==> config.mk <==
export PLATFORM = sky130hd
export DESIGN_NAME = keypad_entry
export DESIGN_NICKNAME = d
export VERILOG_FILES = /design/src/rtl/keypad_entry.sv
export SDC_FILE = /design/constraint.sdc
export NUM_CORES = 1
export LEC_CHECK = 0
export ABC_AREA = 0
export BUFFER_PORTS_ARGS = -buffer_cell sky130_fd_sc_hd__buf_2
export CAP_MARGIN = 10
export CORE_MARGIN = 2
export CORE_UTILIZATION = 55
export CTS_BUF_LIST = sky130_fd_sc_hd__clkbuf_4 sky130_fd_sc_hd__clkbuf_8 sky130_fd_sc_hd__clkbuf_16
export DETAILED_ROUTE_END_ITERATION = 8
export GPL_TIMING_DRIVEN = 0
export HOLD_SLACK_MARGIN = 0.1
export PLACE_DENSITY = 0.91
export SETUP_SLACK_MARGIN = 0.5
export SLEW_MARGIN = 0
export SYNTH_ARGS = -nofsm -noshare
export SYNTH_HDL_FRONTEND = slang
export SYNTH_SLANG_ARGS = --single-unit
==> constraint.sdc <==
create_clock -name clk -period 4.6 [get_ports clk]
set_clock_uncertainty 0.15 [all_clocks]
set_input_delay 0 -clock clk [delete_from_list [all_inputs] [get_ports clk]]
set_output_delay 0 -clock clk [all_outputs]
set_load 0.01 [all_outputs]
==> src/rtl/keypad_entry.sv <==
`default_nettype none
// ============================================================================
// Module   : keypad_entry
// Function : Debounces scanner key codes into press events and assembles a
//            packed-BCD decimal entry (A = start, B = clear, C = confirm).
// Revision : 1.0
// ============================================================================
module keypad_entry #(
  parameter int NUM_DIGITS      = 4,
  parameter int DEBOUNCE_CYCLES = 16
) (
  input  logic                              clk,
  input  logic                              rst_n,
  input  logic [3:0]                        key,
  output logic [4*NUM_DIGITS-1:0]           digits,
  output logic [$clog2(NUM_DIGITS+1)-1:0]   digit_cnt,
  output logic                              active,
  output logic                              value_valid,
  output logic                              overflow,
  output logic                              key_event,
  output logic [3:0]                        event_code
);

  localparam int CNT_W = $clog2(NUM_DIGITS + 1);
  localparam int DEB_W = (DEBOUNCE_CYCLES > 1) ? $clog2(DEBOUNCE_CYCLES) : 1;

  localparam logic [DEB_W-1:0] c_deb_max = DEB_W'(DEBOUNCE_CYCLES - 1);
  localparam logic [DEB_W-1:0] c_deb_thr =
    DEB_W'((DEBOUNCE_CYCLES > 1) ? (DEBOUNCE_CYCLES - 2) : 0);
  localparam logic [CNT_W-1:0] c_max_digits = CNT_W'(NUM_DIGITS);

  localparam logic [3:0] c_key_start   = 4'hA;
  localparam logic [3:0] c_key_clear   = 4'hB;
  localparam logic [3:0] c_key_confirm = 4'hC;
  localparam logic [3:0] c_key_none    = 4'hD;
  localparam logic [3:0] c_key_unused  = 4'hF;

  localparam logic [1:0] S_IDLE  = 2'd0;
  localparam logic [1:0] S_ENTRY = 2'd1;
  localparam logic [1:0] S_DONE  = 2'd2;

  logic [3:0]              r_cand;
  logic [DEB_W-1:0]        r_cnt;
  logic [3:0]              r_stable;
  logic [1:0]              r_state;
  logic [4*NUM_DIGITS-1:0] r_digits;
  logic [CNT_W-1:0]        r_digit_cnt;
  logic                    r_overflow;
  logic                    r_value_valid;
  logic                    r_key_event;
  logic [3:0]              r_event_code;

  logic [3:0]              w_stable_next;
  logic                    w_event;
  logic                    w_is_digit;
  logic [4*NUM_DIGITS-1:0] w_digits_shift;

  // Stable value this edge would load; the Nth equal sample lands when the
  // counter already holds N-2 (first sample resets it to 0).
  always_comb begin
    w_stable_next = r_stable;
    if (key != r_cand) begin
      if (DEBOUNCE_CYCLES == 1) begin
        w_stable_next = key;
      end
    end else if ((DEBOUNCE_CYCLES == 1) || (r_cnt >= c_deb_thr)) begin
      w_stable_next = r_cand;
    end
  end

  // Only a release-to-press transition into a real command/digit is an event.
  assign w_event    = (r_stable == c_key_none) && (w_stable_next <= c_key_confirm);
  assign w_is_digit = (w_stable_next <= 4'h9);

  generate
    if (NUM_DIGITS == 1) begin : g_shift_single
      assign w_digits_shift = w_stable_next;
    end else begin : g_shift_multi
      assign w_digits_shift = {r_digits[4*NUM_DIGITS-5:0], w_stable_next};
    end
  endgenerate

  always_ff @(posedge clk) begin
    if (!rst_n) begin
      r_cand        <= c_key_unused;
      r_cnt         <= '0;
      r_stable      <= c_key_unused;
      r_state       <= S_IDLE;
      r_digits      <= '0;
      r_digit_cnt   <= '0;
      r_overflow    <= 1'b0;
      r_value_valid <= 1'b0;
      r_key_event   <= 1'b0;
      r_event_code  <= 4'h0;
    end else begin
      if (key != r_cand) begin
        r_cand <= key;
        r_cnt  <= '0;
      end else if (r_cnt != c_deb_max) begin
        r_cnt <= r_cnt + DEB_W'(1);
      end
      r_stable      <= w_stable_next;
      r_key_event   <= w_event;
      r_value_valid <= 1'b0;

      if (w_event) begin
        r_event_code <= w_stable_next;
        case (r_state)
          S_IDLE: begin
            if (w_stable_next == c_key_start) begin
              r_state     <= S_ENTRY;
              r_digits    <= '0;
              r_digit_cnt <= '0;
              r_overflow  <= 1'b0;
            end
          end
          S_ENTRY: begin
            if (w_is_digit) begin
              if (r_digit_cnt < c_max_digits) begin
                r_digits    <= w_digits_shift;
                r_digit_cnt <= r_digit_cnt + CNT_W'(1);
              end else begin
                r_overflow <= 1'b1;
              end
            end else if ((w_stable_next == c_key_start) ||
                         (w_stable_next == c_key_clear)) begin
              r_digits    <= '0;
              r_digit_cnt <= '0;
              r_overflow  <= 1'b0;
            end else if (r_digit_cnt != '0) begin
              r_state       <= S_DONE;
              r_value_valid <= 1'b1;
            end
          end
          S_DONE: begin
            if (w_stable_next == c_key_start) begin
              r_state     <= S_ENTRY;
              r_digits    <= '0;
              r_digit_cnt <= '0;
              r_overflow  <= 1'b0;
            end else if (w_stable_next == c_key_clear) begin
              r_state     <= S_IDLE;
              r_digits    <= '0;
              r_digit_cnt <= '0;
              r_overflow  <= 1'b0;
            end
          end
          default: begin
            r_state <= S_IDLE;
          end
        endcase
      end
    end
  end

  assign digits      = r_digits;
  assign digit_cnt   = r_digit_cnt;
  assign active      = (r_state == S_ENTRY);
  assign value_valid = r_value_valid;
  assign overflow    = r_overflow;
  assign key_event   = r_key_event;
  assign event_code  = r_event_code;

endmodule
`default_nettype wire

==> run_results.csv <==
group,metric,value,unit
worst_hold_path,min-delay-start,"digits[14]",
sta,slew_headroom,0.608,
sta,tightestPinTransition,571,ps
sta,finalCritPeriodShare,0.608,
sta,setup_violations,0,
sta,layout_min_cycle_time,2800,ps
floorplan,dieWidth,59.5,um
clock_tree,clockRootBuffer,"clkbuf_4",
worst_setup_path,cp_max_fo,10,
sta,rsz0062_at_grt,"false",
worst_setup_path,reg2reg_to,"digit_cnt[1]",
placement,gp_congestion,0.768,
floorplan,ios,33,
clock_tree,clk_path_buf_depth,2,
clock_tree,clk_latency,370,ps
floorplan,die_area,3550,um^2
worst_setup_path,r2r_slack,1800,ps
final_layout,drive_above_1_share,0.231,
route,wl_per_cell,13.9,um
worst_setup_path,cp-endpoint,"digit_cnt[1]",
synth,synth_seq_area_share,0.472,
worst_setup_path,cp_top_family,"simple AND/OR/NAND/NOR gates",
route,viasPerCell,5.62,
placement,portBuffers,31,
route,ant_nets,0,
global_routing,grt_pass1_vias,1327,
placement,dp_hpwl,2410,um
sta,hold_viol,0,
power_and_ir_drop,power.total,0.618,mW
clock_tree,h-tree-depth,2,
worst_setup_path,cp.required,4700,ps
worst_setup_path,cp_cell_sequence,"xor2_1 -> nor4_2 -> o2111a_2 -> buf_6 -> mux2i_1 -> nor2_1 -> nand2_2 -> buf_2 -> o32ai_1",
worst_setup_path,end_kind,"flop",
synth,ys.warnings.count,0,
worst_setup_path,rr_worst_depth,9,
worst_hold_path,min_path_type,"flop to flop",
worst_setup_path,critPathBufInv,2,
worst_setup_path,cp_slowest_cell,"mux2i_1",
synth,syn_avg_cell_area,9.59,um^2
route,drt_iter0_drc,50,
route,wl,3590,um
sta,hold_ws,328,ps
synth,async_reset_ff_frac,0,
power_and_ir_drop,cellLeakagePower,0.886,nW
clock_tree,clock_sinks,40,
worst_setup_path,crit_type,"flop to flop",
clock_tree,cts_resized,0,
worst_setup_path,crit_start,"r_cand[1]",
clock_tree,cts_inserted_buffers,5,
final_layout,area_delta_synth_final,21.8,%
synth,synth_area,1700,um^2
floorplan,rows,20,
worst_setup_path,critPathLaunchType,"flop",
route,first_pass_iters,4,
global_routing,grt_max_degree,15,
route,drc,0,
status,status,"completed",
worst_setup_path,worstPathArrival,2900,ps
power_and_ir_drop,peakVddDrop,0.236,mV
job,maxCapViolations,0,
synth,synth_seq_cells,40,
final_layout,antenna_cells,0,
floorplan,initial_utilization,0.565,
synth,synth_nets,187,
floorplan,die_y,59.5,um
sta,setup-tns-final,0,ps
synth,synth_edf_count,0,
final_layout,nNetsFinal,234,
clock_tree,cts_hold_buf,9,
final_layout,final_util,0.688,
synth,synth_flop_cell,"dfxtp_1",
synth,synth_cell_type_count,43,
worst_setup_path,critPathMaxStageDelay,520,ps
route,dr_total_vias,1449,
worst_setup_path,crit_cells,9,
global_routing,grt_pass1_wl,6070,um
power_and_ir_drop,powerDensity,299,nW/um^2
synth,synth_cells,177,
global_routing,antenna_found_initial,0,
global_routing,grt_usage,0.229,
clock_tree,post_cts_buffers,0,
sta,finalMaxSlewViolations,0,
clock_tree,path_clk_slew,130,ps
floorplan,fp.coreArea,3000,um^2
worst_setup_path,regToRegStartpoint,"r_cand[1]",
sta,fmax,0.357,GHz
global_routing,grt.overflow.total,0,
clock_tree,cts_tree,"done",
## cell type report
type / count / area, um^2
clock inverter: 3 / 46.3
inverter: 8 / 30.0
sequential: 40 / 801
clock buffer: 5 / 37.5
timing repair buffer: 40 / 245
fill: 242 / 936
multi-input combinational: 120 / 808
tap: 33 / 41.3
buffer: 9 / 57.6
## how the worst min path moves through the flow
stage	end	cells past startpoint	slack [ps]
after floorplan	r_cand[0]	1	-50
after detailed placement	r_cand[2]	2	70
after CTS	digits[14]	2	330
after global placement	r_cand[0]	2	60
final	digits[14]	2	330
after global routing	digits[15]	2	350
## cell usage in the layout, fill, tap and decap left out, types with 6 or more instances in the layout
cell type / netlist / layout
a211oi_1: 6 / 6
buf_2: 1 / 32
dfxtp_1: 40 / 40
dlygate4sd3_1: 0 / 9
inv_1: 8 / 8
mux2i_1: 7 / 7
nand2_1: 27 / 27
nor2_1: 15 / 15
o22ai_1: 10 / 10
## worst register-to-register path, cell delays in order (launching register included)
cell      delay [ps]
dfxtp_1          380
xor2_1           190
nor4_2           320
o2111a_2         280
buf_6            160
mux2i_1          530
nor2_1           110
nand2_2          190
buf_2            270
o32ai_1          120
## layer usage
layer	GRT usage	wire, um	up-vias
li1	-	-	731
met1	0.292	1630	677
met2	0.372	1740	33
met3	0.0677	168	8
met4	0.0762	53	0
met5	0	0	-
## stage by stage
| stage | instance area, um^2 | instances | setup WS (ps) |
|---|---|---|---|
| 6_report | 2070 | 258 | 1800 |
| 5_1_grt | 2070 | 258 | 1590 |
| 4_1_cts | 2070 | 258 | 1860 |
| 3_5_place_dp | 1890 | 241 | 1880 |
| 3_3_place_gp | 1890 | 241 | 1940 |
| 2_1_floorplan | 1700 | 177 | 2140 |
## flip-flops by register name (all words and copies together) (netlist names)
| name | cells |
|---|---|
| value_valid | 1 |
| digit_cnt | 3 |
| overflow | 1 |
| r_state | 2 |
| event_code | 4 |
| r_cand | 4 |
| key_event | 1 |
| r_stable | 4 |
| r_cnt | 4 |
| digits | 16 |
## power by group
part | internal (mW) | leakage, nW | total [mW] | switching [mW]
Combinational | 0.0112 | 0.520 | 0.0238 | 0.0126
Clock | 0.116 | 0.0418 | 0.243 | 0.127
Sequential | 0.349 | 0.323 | 0.351 | 0.00290
## cells by family after synthesis
logic type / count (synthesis) / share of synthesized area
buffers and inverters: 17 / 0.0516
xor gates and xnor gates: 5 / 0.0258
adders and majority gates: 4 / 0.0295
AOI/OAI and AO/OA: 38 / 0.182
and+or+nand+nor: 65 / 0.191
DFF: 40 / 0.472
muxes: 8 / 0.0479
## Yosys cell counts, types with 2 or more instances
| cell type | n | area [um^2] |
|---|---|---|
| nand2_1 | 27 | 101 |
| a22oi_1 | 3 | 22.5 |
| dfxtp_1 | 40 | 801 |
| nor2_1 | 15 | 56.3 |
| ha_1 | 4 | 50.1 |
| a211oi_1 | 6 | 45.0 |
| nand2b_1 | 5 | 31.3 |
| nor2b_1 | 2 | 12.5 |
| o32ai_1 | 4 | 35.0 |
| mux2i_1 | 7 | 70.1 |
| xor2_1 | 4 | 35.0 |
| o22ai_1 | 10 | 62.6 |
| inv_1 | 8 | 30.0 |
| clkbuf_1 | 4 | 15.0 |
| nand3_1 | 2 | 10.0 |
| and3b_1 | 2 | 17.5 |
| buf_6 | 3 | 33.8 |
| nor3b_1 | 2 | 15.0 |
| o22ai_2 | 2 | 25.0 |
| nand3b_1 | 2 | 15.0 |
| a31oi_1 | 2 | 12.5 |
| a21o_1 | 2 | 15.0 |
Note: power is estimated with default switching activity, not from simulation.
